### src/rtl/adc_joystick_sequencer.sv
// Joystick ADC sequencer: alternates Y/X conversions, averages 2**AVG_LOG2 samples per axis; outputs update 1 cycle after the accepting response.
// Command held stable under cmd_ready backpressure; a lost response is re-requested after TIMEOUT idle cycles.
module adc_joystick_sequencer #(
    parameter int Y_CH     = 1,
    parameter int X_CH     = 2,
    parameter int AVG_LOG2 = 2,
    parameter int TIMEOUT  = 1023
) (
    input  logic        Clk,
    input  logic        Reset,
    output logic        cmd_valid,
    output logic [4:0]  cmd_channel,
    input  logic        cmd_ready,
    input  logic        rsp_valid,
    input  logic [4:0]  rsp_channel,
    input  logic [11:0] rsp_data,
    output logic [11:0] y_val,
    output logic [11:0] x_val,
    output logic        sample_strobe,
    output logic        timeout_err
);
    localparam int ACC_W  = 12 + AVG_LOG2;
    localparam int CNT_W  = AVG_LOG2 + 1;
    localparam int WDOG_W = (TIMEOUT < 2) ? 1 : $clog2(TIMEOUT + 1);
    localparam logic [4:0] Y_SEL = 5'(Y_CH);
    localparam logic [4:0] X_SEL = 5'(X_CH);

    typedef enum logic {ST_ISSUE, ST_WAIT} state_t;

    state_t             state;
    logic [4:0]         cur;
    logic [ACC_W-1:0]   acc;
    logic [CNT_W-1:0]   cnt;
    logic [WDOG_W-1:0]  wdog;

    logic [ACC_W-1:0]   acc_sum;
    logic [CNT_W-1:0]   cnt_inc;
    logic [11:0]        avg;
    logic [4:0]         next_ch;
    logic               rsp_match;
    logic               last_sample;

    assign acc_sum     = acc + ACC_W'(rsp_data);
    assign cnt_inc     = cnt + CNT_W'(1);
    assign avg         = 12'(acc_sum >> AVG_LOG2);
    assign next_ch     = (cur == Y_SEL) ? X_SEL : Y_SEL;
    assign rsp_match   = rsp_valid && (rsp_channel == cur);
    assign last_sample = (cnt_inc == CNT_W'(1 << AVG_LOG2));

    always_ff @(posedge Clk) begin
        if (Reset) begin
            state         <= ST_ISSUE;
            cur           <= Y_SEL;
            acc           <= '0;
            cnt           <= '0;
            wdog          <= '0;
            cmd_valid     <= 1'b0;
            cmd_channel   <= Y_SEL;
            y_val         <= 12'h800;
            x_val         <= 12'h800;
            sample_strobe <= 1'b0;
            timeout_err   <= 1'b0;
        end else begin
            sample_strobe <= 1'b0;
            case (state)
                ST_ISSUE: begin
                    if (cmd_valid && cmd_ready) begin
                        state     <= ST_WAIT;
                        cmd_valid <= 1'b0;
                        wdog      <= '0;
                    end else begin
                        cmd_valid   <= 1'b1;
                        cmd_channel <= cur;
                    end
                end
                ST_WAIT: begin
                    // A matching response beats the watchdog on the same edge.
                    if (rsp_match) begin
                        state     <= ST_ISSUE;
                        cmd_valid <= 1'b1;
                        if (last_sample) begin
                            acc         <= '0;
                            cnt         <= '0;
                            cur         <= next_ch;
                            cmd_channel <= next_ch;
                            if (cur == Y_SEL) begin
                                y_val <= avg;
                            end else begin
                                x_val         <= avg;
                                sample_strobe <= 1'b1;
                            end
                        end else begin
                            acc         <= acc_sum;
                            cnt         <= cnt_inc;
                            cmd_channel <= cur;
                        end
                    end else if (wdog == WDOG_W'(TIMEOUT)) begin
                        timeout_err <= 1'b1;
                        state       <= ST_ISSUE;
                        cmd_valid   <= 1'b1;
                        cmd_channel <= cur;
                    end else begin
                        wdog <= wdog + WDOG_W'(1);
                    end
                end
                default: state <= ST_ISSUE;
            endcase
        end
    end
endmodule

### config.mk
export PLATFORM = sky130hd
export DESIGN_NAME = adc_joystick_sequencer
export DESIGN_NICKNAME = d
export VERILOG_FILES = /design/src/rtl/adc_joystick_sequencer.sv
export SDC_FILE = /design/constraint.sdc
export NUM_CORES = 1
export LEC_CHECK = 0
export CORE_MARGIN = 1
export CORE_UTILIZATION = 45
export DETAILED_ROUTE_END_ITERATION = 12
export HOLD_SLACK_MARGIN = 0.06
export PLACE_DENSITY = 0.69
export RECOVER_POWER = 25
export SETUP_SLACK_MARGIN = 0.1
export SYNTH_ARGS = -nofsm -noshare
export SYNTH_HDL_FRONTEND = slang
export SYNTH_SLANG_ARGS = --single-unit
### constraint.sdc
create_clock -name Clk -period 3.95 [get_ports Clk]
set_input_delay 1.185 -clock Clk [delete_from_list [all_inputs] [get_ports Clk]]
set_output_delay 1.185 -clock Clk [all_outputs]
set_load 0.05 [all_outputs]
==> metrics.csv <==
metric,value,unit
avgRoutedWirePerCell,14.04,µm
setup_viol,0,
crit_buf_inv,3,
crit_required,4.15,ns
report.final.slew_viol_count,0,
drc,0,
use_met1,0.2776,
max_freq,286.1,MHz
final_cell_mix,"dfxtp_1, clkdlybuf4s50_1, nor2_1",
postCtsHoldBufs,0,
fin_area,3953,µm²
power_density,333.9,nW/µm²
n_fill_cell,631,
clockBufferDepth,2,
path_class,in2reg,
fin_ws,0.4548,ns
drt_iter0_drc,141,
antennaDiodeCount,0,
fp-row-count,30,
tritoncts,built,
crit_family,buffers and inverters,
routabilityCongestion,0.8545,
die_w,86.12,µm
holdCritPathClass,reg2reg,
core_area,6832,µm²
finalNonFillerCells,500,
worst_path_max_delay_cell,clkbuf_1,
die_h,86.12,µm
cts_buffers,9,
nNetsFinal,437,
cts-root-buf,clkbuf_8,
peakVddDrop,169.5,µV
avgSynthCellArea,9.230,µm²
pre_cts_slack,0.3435,ns
synth-seq-area-share,0.4086,
critPathMaxFanout,25,
yosys_register_bits,65,
fin_crit,3.495,ns
die-area,7417,µm²
cts_sinks,65,
initial_utilization,0.4661,
cts_setup_buffers,0,
area_growth,24.13,%
worstMarginPinSlew,1.114,ns
slowest_delay,0.82,ns
finalClockSkew,0.005964,ns
leakage,0.001542,µW
yosysTopAreaCell,dfxtp_1,
r2r-start,cnt[0],
clkTransAtPathRegs,0.07,ns
vias_per_cell,5.358,
htreeDepth,3,
synth_area_leaders,"dfxtp_1, ha_1, nor2_1",
startpoint,rsp_channel[1],
first_pass_iters,4,
grt_use_met3,0.05101,
synth_edf_count,0,
busiest_layer,met2,
cp_cell_sequence,dlygate4sd3_1 > xnor2_1 > and4_1 > nand3_1 > clkbuf_1 > nor2_1 > buf_4 > a32oi_1 > o41ai_1,
grt_start_max_net_pins,36,
io_buffers,52,
synth_top_area_share,0.4086,
critPathCaptureType,register,
syn_area,3184,µm²
cap_violations,0,
start_kind,input pin,
grtUsageTotal,0.2023,
grt_pass1_vias,2438,
ios,53,
grt_pass1_wl,11650,µm
min-delay-start,x_val[7],
placed_area,3800,µm²
rsz0062_at_grt,false,
status,"complete, no violations",
synth_cells,345,
grt_overflow,0,
drt_wl_total,7018,µm
yosys_warnings,0,
vias,2679,
dp_cells,484,
p_total,1320,µW
synth.distinct_cells,63,
layout_commonest_cell,dfxtp_1,
relSlewSlack,0.2571,
async_reset_ff_frac,0,
cp.arrival,3.69,ns
post-route-period-util,0.8849,
postRouteAntennaNets,0,
met2_usage,0.3088,
clk_latency,0.34,ns
antenna_found_initial,0,
synth_ff_type,dfxtp_1,
place_hpwl,5111,µm
cts_resized,0,
synth.net_count,383,
drive_above_1_share,0.08168,
fin_setup_tns,0,ns
hold_viol_final,0,
## Yosys cell counts (2+ instances only)
master and count:
clkbuf_1 10, nor2b_1 5, a21oi_1 24, inv_1 7, xnor2_1 9, nor3_1 6, dfxtp_1 65, a31o_2 2
ha_1 16, and3_1 4, nand3_1 13, o22ai_1 3, mux2i_1 5, and2_1 6, nand2_1 16, a22o_1 5
nor2_1 40, nand2b_1 5, xor2_1 11, nand4_1 4, nand3b_1 6, o21a_1 3, a21o_1 6, nor3b_1 5
a22oi_1 5, o31ai_1 2, or2_2 2, or3_1 2, o41ai_1 2, and4_1 2, o21ai_0 17, buf_2 2
a211oi_1 4, buf_4 2
## path summary, 6_finish.rpt
check	endpoint	slack [ns]	cells past startpoint
setup / recovery	acc[13]	0.45	9
hold / removal	x_val[7]	0.45	2
setup reg to reg	cmd_channel[0]	1.49	7
hold reg to reg	x_val[7]	0.45	2
## tightest hold or removal path, stage by stage, from the launching register on
cell and delay (ns):
dfxtp_1 0.32, nand2_1 0.04, o21ai_0 0.05
## layout make-up
type | instances | area, µm² | share of cell area
Multi-Input combinational cell | 258 | 1765 | 0.4467
Sequential cell | 65 | 1301 | 0.3292
Timing Repair Buffer | 58 | 553.0 | 0.1399
Clock buffer | 10 | 127.6 | 0.03229
Tap cell | 96 | 120.1 | 0.03039
Clock inverter | 6 | 58.81 | 0.01488
Inverter | 7 | 26.28 | 0.006648
## registers in the layout (all words and copies together), names as in the netlist
signal / count
acc: 14
cmd_channel: 5
cmd_valid: 1
cnt: 3
cur: 5
sample_strobe: 1
state: 1
timeout_err: 1
wdog: 10
x_val: 12
y_val: 12
## report_power, final
group	leakage (µW)	internal (µW)	total [µW]	switching (µW)
Combinational	0.000918	48.1	113	65.0
Clock	0.0000998	288	539	251
Sequential	0.000525	662	667	5.78
## logic make-up after synthesis
family,count (synthesis),share of synthesized area
AO/OA/AOI/OAI,89,0.2004
XOR/XNOR,20,0.05501
adder cells (fa/ha/maj),17,0.06915
buffers and inverters,22,0.03144
flip-flops,65,0.4086
multiplexers,5,0.01572
AND/OR/NAND/NOR,127,0.2196
## stage by stage
step,hold slack [ns],utilization
2_1_floorplan,0.4400,-
3_3_place_gp,0.4383,0.5562
3_5_place_dp,0.4416,0.5562
4_1_cts,0.4579,0.5835
5_1_grt,0.4684,0.5786
6_report,0.4475,0.5786
## per-layer routing
layer / part of all wire / vias up
li1: - / 1355
met5: 0 / -
met1: 0.49 / 1255
met3: 0.047 / 9
met4: 0.014 / 0
met2: 0.45 / 60
Power figures use the tool's default switching activity.
